### src/rtl/led_mode_if.sv
// Command and PWM-boundary bundle between system control, the mode controller
// and the PWM counter/comparator slice.
interface led_mode_if #(
    parameter int DW = 16
);
    logic          cmd_valid;
    logic          cmd_ready;
    logic [1:0]    cmd_mode;
    logic [7:0]    cmd_step;
    logic          period_end;
    logic [DW-1:0] duty;
    logic [1:0]    mode;
    logic          breath_done;

    modport master (
        output cmd_valid, cmd_mode, cmd_step, period_end,
        input  cmd_ready, duty, mode, breath_done
    );

    modport slave (
        input  cmd_valid, cmd_mode, cmd_step, period_end,
        output cmd_ready, duty, mode, breath_done
    );
endinterface

### src/rtl/led_mode_ctrl.sv
// LED mode controller: accepts OFF/ON/BLINK/BREATH commands and updates the PWM
// duty threshold only on PWM period boundaries so the output never glitches.
module led_mode_ctrl #(
    parameter int DW            = 16,
    parameter int PWM_MAX       = 100,
    parameter int BLINK_PERIODS = 50
) (
    input  logic     clk,
    input  logic     rst,
    led_mode_if.slave bus
);
    localparam int            CW       = (BLINK_PERIODS > 1) ? $clog2(BLINK_PERIODS) : 1;
    localparam logic [DW-1:0] DUTY_MAX = DW'(PWM_MAX);
    localparam logic [DW:0]   SUM_MAX  = (DW+1)'(PWM_MAX);
    localparam logic [CW-1:0] BLK_LAST = CW'(BLINK_PERIODS - 1);

    typedef enum logic [2:0] {
        S_OFF,
        S_ON,
        S_BLK_H,
        S_BLK_L,
        S_BR_UP,
        S_BR_DN
    } state_t;

    state_t        state_reg;
    logic [DW-1:0] duty_reg;
    logic [1:0]    mode_reg;
    logic          breath_done_reg;
    logic          cmd_ready_reg;
    logic [1:0]    pend_mode_reg;
    logic [7:0]    pend_step_reg;
    logic [7:0]    step_reg;
    logic [CW-1:0] blk_cnt_reg;

    // Breath arithmetic is done one bit wider so the ramp cannot wrap.
    logic [DW:0] step_ext;
    logic [DW:0] sum;

    assign step_ext = (DW+1)'(step_reg);
    assign sum      = {1'b0, duty_reg} + step_ext;

    // cmd_ready low doubles as the "command pending" flag: one slot, no queue.
    always_ff @(posedge clk or negedge rst) begin
        if (!rst) begin
            state_reg       <= S_OFF;
            duty_reg        <= '0;
            mode_reg        <= 2'd0;
            breath_done_reg <= 1'b0;
            cmd_ready_reg   <= 1'b1;
            pend_mode_reg   <= 2'd0;
            pend_step_reg   <= 8'd0;
            step_reg        <= 8'd1;
            blk_cnt_reg     <= '0;
        end else begin
            breath_done_reg <= 1'b0;

            if (bus.cmd_valid && cmd_ready_reg) begin
                pend_mode_reg <= bus.cmd_mode;
                pend_step_reg <= bus.cmd_step;
                cmd_ready_reg <= 1'b0;
            end

            if (bus.period_end) begin
                if (!cmd_ready_reg) begin
                    // A pending command overrides the mode's own boundary update.
                    cmd_ready_reg <= 1'b1;
                    mode_reg      <= pend_mode_reg;
                    blk_cnt_reg   <= '0;
                    case (pend_mode_reg)
                        2'd0: begin
                            state_reg <= S_OFF;
                            duty_reg  <= '0;
                        end
                        2'd1: begin
                            state_reg <= S_ON;
                            duty_reg  <= DUTY_MAX;
                        end
                        2'd2: begin
                            state_reg <= S_BLK_H;
                            duty_reg  <= DUTY_MAX;
                        end
                        default: begin
                            state_reg <= S_BR_UP;
                            duty_reg  <= '0;
                            step_reg  <= (pend_step_reg == 8'd0) ? 8'd1 : pend_step_reg;
                        end
                    endcase
                end else begin
                    case (state_reg)
                        S_BLK_H, S_BLK_L: begin
                            if (blk_cnt_reg == BLK_LAST) begin
                                blk_cnt_reg <= '0;
                                if (state_reg == S_BLK_H) begin
                                    state_reg <= S_BLK_L;
                                    duty_reg  <= '0;
                                end else begin
                                    state_reg <= S_BLK_H;
                                    duty_reg  <= DUTY_MAX;
                                end
                            end else begin
                                blk_cnt_reg <= blk_cnt_reg + CW'(1);
                            end
                        end
                        S_BR_UP: begin
                            if (sum >= SUM_MAX) begin
                                duty_reg  <= DUTY_MAX;
                                state_reg <= S_BR_DN;
                            end else begin
                                duty_reg <= sum[DW-1:0];
                            end
                        end
                        S_BR_DN: begin
                            if ({1'b0, duty_reg} <= step_ext) begin
                                duty_reg        <= '0;
                                state_reg       <= S_BR_UP;
                                breath_done_reg <= 1'b1;
                            end else begin
                                duty_reg <= duty_reg - step_ext[DW-1:0];
                            end
                        end
                        default: begin
                            state_reg <= state_reg;
                        end
                    endcase
                end
            end
        end
    end

    assign bus.cmd_ready   = cmd_ready_reg;
    assign bus.duty        = duty_reg;
    assign bus.mode        = mode_reg;
    assign bus.breath_done = breath_done_reg;
endmodule

### src/flat_wrapper.sv
// flat-port wrapper written by rule: the top's interface ports become plain ports
module led_mode_ctrl_flat 
#(
    parameter int DW            = 16,
    parameter int PWM_MAX       = 100,
    parameter int BLINK_PERIODS = 50
)
  (clk, rst, bus_cmd_valid, bus_cmd_mode, bus_cmd_step, bus_period_end, bus_cmd_ready, bus_duty, bus_mode, bus_breath_done);
  led_mode_if #(.DW(DW)) bus_i ();
  input  logic clk;
  input  logic rst;
  input wire logic [$bits(bus_i.cmd_valid)-1:0] bus_cmd_valid;
  input wire logic [$bits(bus_i.cmd_mode)-1:0] bus_cmd_mode;
  input wire logic [$bits(bus_i.cmd_step)-1:0] bus_cmd_step;
  input wire logic [$bits(bus_i.period_end)-1:0] bus_period_end;
  output wire logic [$bits(bus_i.cmd_ready)-1:0] bus_cmd_ready;
  output wire logic [$bits(bus_i.duty)-1:0] bus_duty;
  output wire logic [$bits(bus_i.mode)-1:0] bus_mode;
  output wire logic [$bits(bus_i.breath_done)-1:0] bus_breath_done;
  assign bus_i.cmd_valid = bus_cmd_valid;
  assign bus_i.cmd_mode = bus_cmd_mode;
  assign bus_i.cmd_step = bus_cmd_step;
  assign bus_i.period_end = bus_period_end;
  assign bus_cmd_ready = bus_i.cmd_ready;
  assign bus_duty = bus_i.duty;
  assign bus_mode = bus_i.mode;
  assign bus_breath_done = bus_i.breath_done;
  led_mode_ctrl #(.DW(DW), .PWM_MAX(PWM_MAX), .BLINK_PERIODS(BLINK_PERIODS)) u_core (.clk(clk), .rst(rst), .bus(bus_i));
endmodule
### config.mk
export PLATFORM = sky130hd
export DESIGN_NAME = led_mode_ctrl_flat
export DESIGN_NICKNAME = d
export VERILOG_FILES = /design/src/rtl/led_mode_if.sv /design/src/rtl/led_mode_ctrl.sv /design/src/flat_wrapper.sv
export SDC_FILE = /design/constraint.sdc
export NUM_CORES = 1
export LEC_CHECK = 0
export BUFFER_PORTS_ARGS = -buffer_cell sky130_fd_sc_hd__buf_2
export CORE_MARGIN = 2
export CORE_UTILIZATION = 30
export DETAILED_ROUTE_END_ITERATION = 10
export HOLD_SLACK_MARGIN = 0.12
export PLACE_DENSITY_LB_ADDON = 0.2
export SYNTH_ARGS = -nofsm -noshare
export SYNTH_HDL_FRONTEND = slang
export SYNTH_SLANG_ARGS = --single-unit
### constraint.sdc
create_clock -name clk -period 7.7 [get_ports clk]
set_input_delay 2.31 -clock clk [delete_from_list [all_inputs] [get_ports clk]]
set_output_delay 2.31 -clock clk [all_outputs]
set_load 0.05 [all_outputs]
; ---- After elaboration in Yosys (flattened, before gate mapping)
; Index checks and enable logic that the tools add are counted.
[classes]
n_addsub = 3
n_lt_le_gt_ge = 2
n_eq_ne = 12
mux = 25
n_bitwise = 2
n_reduce_logical = 11
[ops]
columns = cell, n
row1 = $mux W16, 4
row2 = $pmux W16 S3, 1
row3 = $mux W6, 3
row4 = $pmux W3 S3, 2
row5 = $add A16 B8 Y17, 1
row6 = $ge A17 B7 Y1 const B, 1
row7 = $le A16 B8 Y1, 1
row8 = $sub A16 B8 Y16, 1
row9 = $mux W7, 2
row10 = $mux W3, 4
row11 = $ne A3 B3 Y1 const B, 3
row12 = $logic_not A8 Y1, 1
row13 = $mux W1, 8
row14 = $mux W8, 1
row15 = $add A6 B1 Y6 const B, 1
row16 = $eq A3 B2 Y1 const B, 2
row17 = $eq A3 B3 Y1 const B, 2
row18 = $eq A6 B6 Y1 const B, 1
row19 = $reduce_and A3 Y1, 2
row20 = $reduce_and A5 Y1, 1
row21 = $ne A4 B4 Y1 const B, 1
row22 = $reduce_and A2 Y1, 2
row23 = $reduce_or A2 Y1, 2
row24 = $reduce_or A3 Y1, 1
row25 = 6 further kinds, 7
[totals]
regBits = 47
inputBits = 14
out_inout_bits = 20
word_cells = 64

; ---- Logic depth before layout (Yosys ltp)
; Gate-level depths: netlist of run 1.
[logic_depth]
word_depth = 5
mapped_depth = 12
ltp_nobuf = 11

; ---- Worst setup path before layout of run 1
; Ideal clock, no wire load.
[synth_path]
path_type = input port to flip-flop
from = input bus_period_end
to = register u_core.duty_reg[12] (netlist: u_core.bus.duty[12])
setup_ns = 0.087
t_arrival_ns = 3.824
required_time_ns = 7.613
slack_ns = 3.789
path_stages = 6
path_buffers = 2
cell_sequence = clkbuf_1 -> nand3_1 -> or3_1 -> clkbuf_1 -> or4_1 -> a22oi_1
[synth_via]
elab_chain_cells = 1
[synth_lines]
columns = element, line
row1 = from (decl), flat_wrapper.sv:15  ; input wire logic [$bits(bus_i.period_end)-1:0] bus_period_end;
row2 = $reduce_and A3 Y1 (no source line), --
row3 = to (signal assigned), led_mode_ctrl.sv:110  ; duty_reg <= sum[DW-1:0];
row4 = to (signal assigned), led_mode_ctrl.sv:119  ; duty_reg <= duty_reg - step_ext[DW-1:0];
row5 = to (decl), led_mode_ctrl.sv:27  ; logic [DW-1:0] duty_reg;
; Every way passes these cells.
; A chain may end at the register's enable or synchronous reset.

; ---- Worst setup path after layout of run 1
; Ends and elaborated chain as after synthesis.

==> results of run 1 <==
[critical path, stage by stage]
cell and delay (ns):
buf_2 0.15, nand3_1 0.21, nor3_1 1.06, o31ai_1 0.17, a22oi_1 0.20
[Yosys cell counts, types with 3 or more instances]
master    number
nand2b_1       9
clkbuf_1       9
buf_2          6
mux2i_1        6
o21bai_1       3
o211a_1        3
nand2_1       22
a21oi_1       17
mux2_2        19
xnor2_1        8
o311ai_0       3
ha_1          22
dfrtp_1       45
o31a_1         3
nor2_1        24
o21ai_0       26
a22oi_1        3
nand4_1        3
buf_6          3
xor2_1         4
or3_1          6
nor2b_1        9
a21o_1         4
nand3_1       14
inv_1         20
nor3_1         9
or2_2          5
o31ai_1        5
and3_1         3
o211ai_1       4
[kinds of logic after synthesis]
logic type                 Yosys count  share of synthesized area
DFF                                 47                     0.3407
adders and majority gates           24                    0.09114
buffers and inverters               38                    0.04991
xor gates and xnor gates            12                    0.03038
AOI/OAI and AO/OA                  103                     0.2307
muxes                               25                    0.07921
and+or+nand+nor                    117                     0.1779
[area by class of cell]
class | count | area (um2) | area share
Clock buffer | 5 | 125.1 | 0.03234
Sequential cell | 47 | 1179 | 0.3047
Timing Repair Buffer | 35 | 180.2 | 0.04657
Clock inverter | 3 | 22.52 | 0.005821
Multi-Input combinational cell | 281 | 2108 | 0.5450
Tap cell | 143 | 178.9 | 0.04625
Inverter | 20 | 75.07 | 0.01940
[layout by cell type (no fill, tap or decap), types with 3 or more instances in the layout]
cell type	instances
nor2_1	24
o21ai_0	26
mux2_2	19
nor3_1	9
clkbuf_16	5
o31a_1	3
dfrtp_1	45
nand2b_1	9
ha_1	22
xnor2_1	8
or2_2	5
nand4_1	3
mux2i_1	6
nand2_1	22
buf_2	33
nand3_1	14
a22oi_1	3
o211ai_1	4
and3_1	3
nor2b_1	9
inv_1	20
or3_1	6
a21oi_1	17
o31ai_1	5
o21bai_1	3
o311ai_0	3
o211a_1	3
a21o_1	4
xor2_1	4
[routing by layer]
layer	track usage	vias up	part of all wire
met5	0	-	0
met4	0.04856	0	0.023
met3	0.02994	12	0.049
met2	0.2268	76	0.45
met1	0.1997	1333	0.48
li1	-	1386	-
[worst paths after layout]
kind / startpoint / to / slack [ns] / cells after the start
worst max register to register: u_core.bus.duty[5] / u_core.bus.duty[12] / 4.48 / 8
worst max-delay path: bus_period_end / u_core.bus.duty[12] / 3.80 / 5
max in group asynchronous: rst / u_core.bus.duty[4] / 5.14 / 2
worst min register to register: u_core.bus.mode[1] / u_core.bus.mode[1] / 0.48 / 2
worst min-delay path: u_core.bus.mode[1] / u_core.bus.mode[1] / 0.48 / 2
min in group asynchronous: rst / u_core.bus.duty[11] / 2.12 / 2
[per-stage QoR]
stage	instances	hold WS, ns	area (um2)
after floorplan	366	0.4455	3460
after global placement	526	0.4624	3721
after detailed placement	526	0.4662	3721
after CTS	534	0.4831	3869
after global routing	534	0.5339	3869
final	534	0.4778	3869
[report_power, final]
part           total [mW]  internal (mW)  switching [mW]
combinational       0.866          0.329           0.537
clock               0.222          0.122           0.100
sequential          0.384          0.311          0.0729
==> impl_metrics.env, run 1 <==
export IMPL_netlist_area_um2=3460
export IMPL_postCtsResizedCells=0
export IMPL_clockBufferDepth=2
export IMPL_synth_edff_count=0
export IMPL_maxCapViolations=0
export IMPL_synth_cells=366
export IMPL_drtIter0Drc=163
export IMPL_fp_dieW_um=111.4
export IMPL_cts_tree="built"
export IMPL_clk_pin_slew_worst_paths_ns=0.07
export IMPL_fin_util=0.3417
export IMPL_drv_slew=0
export IMPL_diodes=0
export IMPL_drc=0
export IMPL_cp_required_ns=7.90
export IMPL_fmax_ghz=0.2561
export IMPL_clk_latency_ns=0.29
export IMPL_synth_seq_cells=47
export IMPL_initial_core_util=0.3056
export IMPL_p_leak_nw=1.741
export IMPL_synth_area_leaders="dfrtp_1, ha_1, mux2_2"
export IMPL_finalWorstSetupSlack_ns=3.795
export IMPL_vdd_ir_drop_max_v=0.0001768
export IMPL_cts_sinks=47
export IMPL_yosys_area_top_type="dfrtp_1"
export IMPL_grt_max_degree=48
export IMPL_grt_pass1_wl_um=14610
export IMPL_hold_path_class="reg2reg"
export IMPL_p_per_area_nw_per_um2=380.6
export IMPL_tightestPinTransition_ns=1.272
export IMPL_tns_ns=0
export IMPL_drive_gt1_frac=0.2199
export IMPL_synth_nets=404
export IMPL_p_total_mw=1.473
export IMPL_crit_type="in2reg"
export IMPL_cp_arrival_ns=4.10
export IMPL_avgViaCountPerCell=5.257
export IMPL_grt_usage=0.1445
export IMPL_finalClockSkew_ns=0.006414
export IMPL_maxSlewHeadroom=0.1458
export IMPL_core_area_um2=11320
export IMPL_cts_root_buf="clkbuf_16"
export IMPL_rsz0062_at_grt="false"
export IMPL_setup_viol=0
export IMPL_postCtsSetupRepairBufs=0
export IMPL_ioPinCount=34
export IMPL_overflow=0
export IMPL_wire_per_inst_um=16.20
export IMPL_min_period_ns=3.905
export IMPL_die_h_um=111.4
export IMPL_ys_seq_area_frac=0.3407
export IMPL_cp_start_kind="primary input"
export IMPL_io_buffers=33
export IMPL_place_hpwl_um=6617
export IMPL_pre_cts_slack_ns=3.487
export IMPL_hold_buffers=0
export IMPL_drt_first_pass_iters=5
export IMPL_netlist_area_leader_share=0.3255
export IMPL_outcome="completed"
export IMPL_num_rows=39
export IMPL_yosys_warnings=0
export IMPL_yosysUniqueCellTypes=66
export IMPL_hold_violations=0
export IMPL_synthArstFlopShare=1.000
export IMPL_synth_ff_type="dfrtp_1"
export IMPL_place_gp_congestion=0.8133
export IMPL_cts_made_buffers=5
export IMPL_fillers=1200
export IMPL_die_area_um2=12410
export IMPL_ant_nets=0
export IMPL_synth_avg_cell_area_um2=9.452
export IMPL_num_vias=2807
export IMPL_largest_reg_flops=16
export IMPL_wirelength_um=8653
export IMPL_h_tree_depth=2
export IMPL_first_global_vias=2789
export IMPL_areaGrowthSynthToFinish_pct=11.83
export IMPL_antenna_found_initial=0
export IMPL_endpoint_kind="flop"
export IMPL_crit_path_max_fanout=12
export IMPL_period_share=0.5071
export IMPL_final_nets=428
No activity file was read; power rests on OpenSTA's default activity.
==> inputs of run 2 (changes only) <==
==> constraint.sdc (replaced) <==
create_clock -name clk -period 3.6 [get_ports clk]
set_input_delay 1.08 -clock clk [delete_from_list [all_inputs] [get_ports clk]]
set_output_delay 1.08 -clock clk [all_outputs]
set_load 0.05 [all_outputs]
==> run 2 against run 1 <==
Against the previous run:
- worst setup slack got worse by 3.3 ns
- global-route usage increased by 0.23 points
- total power up 110%
- sequential share of layout area fell by 0.12 points
- first-iteration DRC count increased by 11%
- sequential cell count unchanged
- register-to-register slack lost 4.0 ns
- worst hold slack improved by 0.0052 ns
- critical endpoint is now u_core.state_reg[0]
==> impl_metrics.env, run 2 (synthesis results as in run 1) <==
export IMPL_cts_sinks=47
export IMPL_period_share=0.8705
export IMPL_areaGrowthSynthToFinish_pct=12.26
export IMPL_dpl_cell_area_um2=3736
export IMPL_drive_gt1_frac=0.2239
export IMPL_first_global_vias=2798
export IMPL_cp_required_ns=3.78
export IMPL_outcome="completed"
export IMPL_h_tree_depth=2
export IMPL_mostFrequentLayoutCells="dfrtp_1, buf_2, o21ai_0"
export IMPL_p_total_mw=3.129
export IMPL_drt_first_pass_iters=4
export IMPL_vdd_ir_drop_max_v=0.0002730
export IMPL_final_nets=430
export IMPL_tns_ns=0
export IMPL_reg2reg_from="u_core.step_reg[0]"
export IMPL_grt_max_degree=27
export IMPL_num_vias=2793
export IMPL_wirelength_um=8894
export IMPL_maxCapViolations=0
export IMPL_mostFrequentLayoutCell="dfrtp_1"
export IMPL_cp_arrival_ns=3.32
export IMPL_hold_path_class="reg2reg"
export IMPL_maxSlewHeadroom=0.5830
export IMPL_ant_nets=0
export IMPL_fillers=1194
export IMPL_cts_tree="built"
export IMPL_crit_path_max_fanout=7
export IMPL_p_per_area_nw_per_um2=805.5
export IMPL_place_gp_congestion=0.8848
export IMPL_hold_slack_ns=0.4830
export IMPL_die_h_um=111.4
export IMPL_endpoint_kind="flop"
export IMPL_drv_slew=0
export IMPL_ioPinCount=34
export IMPL_diodes=0
export IMPL_min_period_ns=3.134
export IMPL_postCtsResizedCells=0
export IMPL_die_area_um2=12410
export IMPL_grt_pass1_wl_um=14640
export IMPL_cts_root_buf="clkbuf_16"
export IMPL_crit_type="reg2reg"
export IMPL_largest_reg_flops=16
export IMPL_fin_util=0.3431
export IMPL_setup_viol=0
export IMPL_clk_latency_ns=0.30
export IMPL_initial_core_util=0.3056
export IMPL_rsz0062_at_grt="false"
export IMPL_min_from="u_core.bus.mode[0]"
export IMPL_overflow=0
export IMPL_clockBufferDepth=2
export IMPL_postCtsSetupRepairBufs=0
export IMPL_hold_buffers=0
export IMPL_cts_made_buffers=5
export IMPL_hold_violations=0
export IMPL_finalClockSkew_ns=0.006698
export IMPL_drtIter0Drc=181
export IMPL_crit_start="u_core.step_reg[0]"
export IMPL_core_area_um2=11320
export IMPL_cp_start_kind="flop"
export IMPL_grt_usage=0.1468
export IMPL_clk_pin_slew_worst_paths_ns=0.07
export IMPL_p_leak_nw=1.750
export IMPL_fmax_ghz=0.3191
export IMPL_antenna_found_initial=0
export IMPL_wire_per_inst_um=16.59
export IMPL_fp_dieW_um=111.4
export IMPL_drc=0
export IMPL_place_hpwl_um=6687
export IMPL_io_buffers=33
export IMPL_avgViaCountPerCell=5.211
export IMPL_tightestPinTransition_ns=0.6239
export IMPL_stdcell_area_um2=3884
export IMPL_num_rows=39
export IMPL_reg2reg_slack_ns=0.47
==> run 2: changes by cell type in the layout (fill, tap and decap cells not counted), sizes merged <==
| cell | delta |
|---|---|
| buf | +2 |
==> run 2: cell type report <==
type	count	area, um2	area share
repair buffers	37	195.2	0.05026
clock inverters	3	22.52	0.005799
clock buffers	5	125.1	0.03222
multi-input cells	281	2108	0.5428
well taps	143	178.9	0.04607
inverters	20	75.07	0.01933
flip-flops and latches	47	1179	0.3035
==> run 2: report_power, final <==
| group | switching, mW | total [mW] | internal (mW) |
|---|---|---|---|
| registers | 0.155 | 0.821 | 0.666 |
| logic | 1.13 | 1.83 | 0.698 |
| clock network | 0.221 | 0.482 | 0.260 |
| total | 1.50 | 3.13 | 1.62 |
==> run 2: per-layer routing <==
layer	wire [um]	GRT usage
met1	4294	0.2039
met2	3941	0.2280
met3	481	0.03321
met4	177	0.04774
met5	0	0
==> run 2: worst max-delay path, cell delays in order, from the launching register on <==
cell	delay [ns]
dfstp_2	0.55
ha_1	0.18
fa_1	0.24
nor2b_1	0.22
o21ai_2	0.10
a2111oi_4	0.45
o32ai_1	0.14
a2111o_1	0.40
or2_1	0.38
o41a_1	0.35
==> run 2: worst paths after layout <==
kind | depth (start not counted) | end
max | 9 | u_core.state_reg[0]
min | 2 | u_core.bus.mode[0]
max reg2reg | 9 | u_core.state_reg[0]
min reg2reg | 2 | u_core.bus.mode[0]
max in group asynchronous | 2 | u_core.step_reg[0]
min in group asynchronous | 1 | u_core.state_reg[1]
==> run 2: metrics by stage <==
stage	std cells	worst slack (ns)
finish	536	0.4661
global route	536	0.2593
CTS	536	0.5012
detailed placement	528	0.5182
global placement	528	0.4980
floorplan	366	0.5119
==> inputs of run 3 (changes only) <==
--- a/config.mk
+++ b/config.mk
@@ -10,6 +10,7 @@
 export CORE_UTILIZATION = 30
 export DETAILED_ROUTE_END_ITERATION = 10
 export HOLD_SLACK_MARGIN = 0.12
+export MAX_ROUTING_LAYER = met4
 export PLACE_DENSITY_LB_ADDON = 0.2
 export SYNTH_ARGS = -nofsm -noshare
 export SYNTH_HDL_FRONTEND = slang
==> constraint.sdc (replaced) <==
create_clock -name clk -period 2.7 [get_ports clk]
set_input_delay 0.81 -clock clk [delete_from_list [all_inputs] [get_ports clk]]
set_output_delay 0.81 -clock clk [all_outputs]
set_load 0.05 [all_outputs]
==> run 3 against run 2 <==
Against the previous run:
- the run now ends with setup timing left
- utilization increased by 6.0 points
- first-iteration DRC count fell by 31%
- sequential cell count unchanged
- combinational power up 87%
- global-route usage up 1.2 points
- count of clock-buffer cells in the layout unchanged
- clock skew is essentially flat
- sequential share of layout area is 4.3 points lower
- critical path type unchanged
- largest power group unchanged
- highest routed layer unchanged
==> impl_metrics.env, run 3 (synthesis results as in run 1) <==
export IMPL_outcome="finished, violations left"
export IMPL_violations="setup timing"
export IMPL_r2r_cells=10
export IMPL_cp_buffers_inverters=1
export IMPL_num_vias=3050
export IMPL_ioPinCount=34
export IMPL_period_share=1.060
export IMPL_vdd_ir_drop_max_v=0.0003898
export IMPL_clk_pin_slew_worst_paths_ns=0.07
export IMPL_tightestPinTransition_ns=0.6279
export IMPL_mostFrequentLayoutCell="buf_4"
export IMPL_grt_max_degree=48
export IMPL_h_tree_depth=2
export IMPL_initial_core_util=0.3056
export IMPL_avgViaCountPerCell=5.066
export IMPL_crit_type="reg2reg"
export IMPL_finalClockSkew_ns=0.006584
export IMPL_cp_slowest_cell="dfrtp_2"
export IMPL_areaGrowthSynthToFinish_pct=32.01
export IMPL_wirelength_um=9362
export IMPL_largest_reg_flops=16
export IMPL_io_buffers=33
export IMPL_pre_cts_slack_ns=-0.2533
export IMPL_num_rows=39
export IMPL_clockBufferDepth=2
export IMPL_stdcell_area_um2=4567
export IMPL_p_total_mw=5.236
export IMPL_cp_start_kind="flop"
export IMPL_hold_buffers=0
export IMPL_crit_path_max_fanout=5
export IMPL_rsz0062_at_grt="true"
export IMPL_antenna_found_initial=0
export IMPL_path_cells="buf_4 > ha_4 > fa_2 > nor2b_4 > o21ai_4 > a2111oi_4 > a311o_1 > a2111o_1 > or2_4 > o41a_1"
export IMPL_fillers=1170
export IMPL_dpl_cell_area_um2=4242
export IMPL_timing_rr_end="u_core.state_reg[0]"
export IMPL_p_leak_nw=2.084
export IMPL_whs_endpoint="u_core.blk_cnt_reg[5]"
export IMPL_drv_slew=0
export IMPL_place_gp_congestion=0.8421
export IMPL_wire_per_inst_um=15.55
export IMPL_fmax_ghz=0.3495
export IMPL_cp_top_family="compound AO/OA/AOI/OAI gates"
export IMPL_diodes=0
export IMPL_finalWorstSetupSlack_ns=-0.1610
export IMPL_fp_dieW_um=111.4
export IMPL_reg2reg_from="u_core.bus.duty[0]"
export IMPL_min_period_ns=2.861
export IMPL_worstHoldPathCells=1
export IMPL_min_from="u_core.blk_cnt_reg[5]"
export IMPL_core_area_um2=11320
export IMPL_drive_gt1_frac=0.3943
export IMPL_hold_path_class="reg2reg"
export IMPL_cp_required_ns=2.88
export IMPL_maxCapViolations=0
export IMPL_cp_arrival_ns=3.04
export IMPL_p_per_area_nw_per_um2=1146
export IMPL_place_hpwl_um=7341
export IMPL_endpoint_kind="flop"
export IMPL_reg2reg_slack_ns=-0.16
export IMPL_final_nets=496
export IMPL_hold_slack_ns=0.5001
export IMPL_clk_latency_ns=0.30
export IMPL_drt_first_pass_iters=4
export IMPL_first_global_vias=3046
export IMPL_overflow=0
export IMPL_die_h_um=111.4
export IMPL_grt_pass1_wl_um=15500
export IMPL_cts_root_buf="clkbuf_16"
export IMPL_cts_sinks=47
export IMPL_mostFrequentLayoutCells="buf_4, dfrtp_1, buf_2"
export IMPL_cts_made_buffers=5
export IMPL_grt_usage=0.1590
export IMPL_maxSlewHeadroom=0.5814
export IMPL_cts_tree="built"
export IMPL_ant_nets=0
export IMPL_setup_viol=9
export IMPL_hold_violations=0
export IMPL_drc=0
export IMPL_slowest_delay_ns=0.42
export IMPL_die_area_um2=12410
export IMPL_drtIter0Drc=124
==> run 3: repair_timing <==
item,4_1_cts,5_1_grt
setup endpoints to repair,16,15
pin swaps,11,6
resized for setup,15,5
setup buffers,3,4
==> run 3: worst max-delay path by stage <==
| stage | slack, ns | depth (start not counted) | end | start |
|---|---|---|---|---|
| CTS | -0.09 | 10 | u_core.bus.duty[0] | u_core.step_reg[0] |
| detailed placement | -0.25 | 11 | u_core.bus.duty[1] | u_core.bus.duty[4] |
| global placement | -0.22 | 10 | u_core.bus.duty[3] | u_core.bus.duty[5] |
| floorplan | -0.15 | 10 | u_core.state_reg[0] | u_core.bus.duty[0] |
| global route | -0.25 | 9 | u_core.bus.duty[6] | u_core.step_reg[0] |
| finish | -0.16 | 10 | u_core.state_reg[0] | u_core.bus.duty[0] |
==> run 3: layout make-up <==
type	count	area, um2	area share
timing repair buffer	103	698.2	0.1529
inverter	20	75.07	0.01644
clock inverter	3	47.55	0.01041
clock buffer	5	125.1	0.02740
multi-input combinational	281	2253	0.4934
sequential	47	1189	0.2603
tap	143	178.9	0.03918
==> run 3: metrics by stage <==
stage          instances    util  TNS, ns
3_5_place_dp         587  0.3747   -2.115
3_3_place_gp         587  0.3747   -1.718
5_1_grt              602  0.4034   -2.840
2_1_floorplan        366       -  -0.4514
6_report             602  0.4034   -1.185
4_1_cts              598  0.3998  -0.5064
==> run 3: worst register-to-register path, stage by stage (launching register included) <==
cell and delay, ns:
dfrtp_2 0.42, buf_4 0.14, ha_4 0.15, fa_2 0.34
nor2b_4 0.15, o21ai_4 0.18, a2111oi_4 0.12, a311o_1 0.29
a2111o_1 0.37, or2_4 0.28, o41a_1 0.31
==> run 3: where the power goes <==
group | leakage (nW) | internal [mW] | switching [mW]
combinational | 1.41 | 1.63 | 1.80
clock | 0.0844 | 0.442 | 0.293
sequential | 0.585 | 0.894 | 0.178
total | 2.08 | 2.97 | 2.27
==> run 3: layer usage <==
metal / vias to the layer above / GRT usage / wire [um]
met5: - / - / 0
met4: 0 / 0.04444 / 128
met3: 7 / 0.02177 / 304
met2: 41 / 0.2459 / 4277
met1: 1490 / 0.2196 / 4652
li1: 1512 / - / -
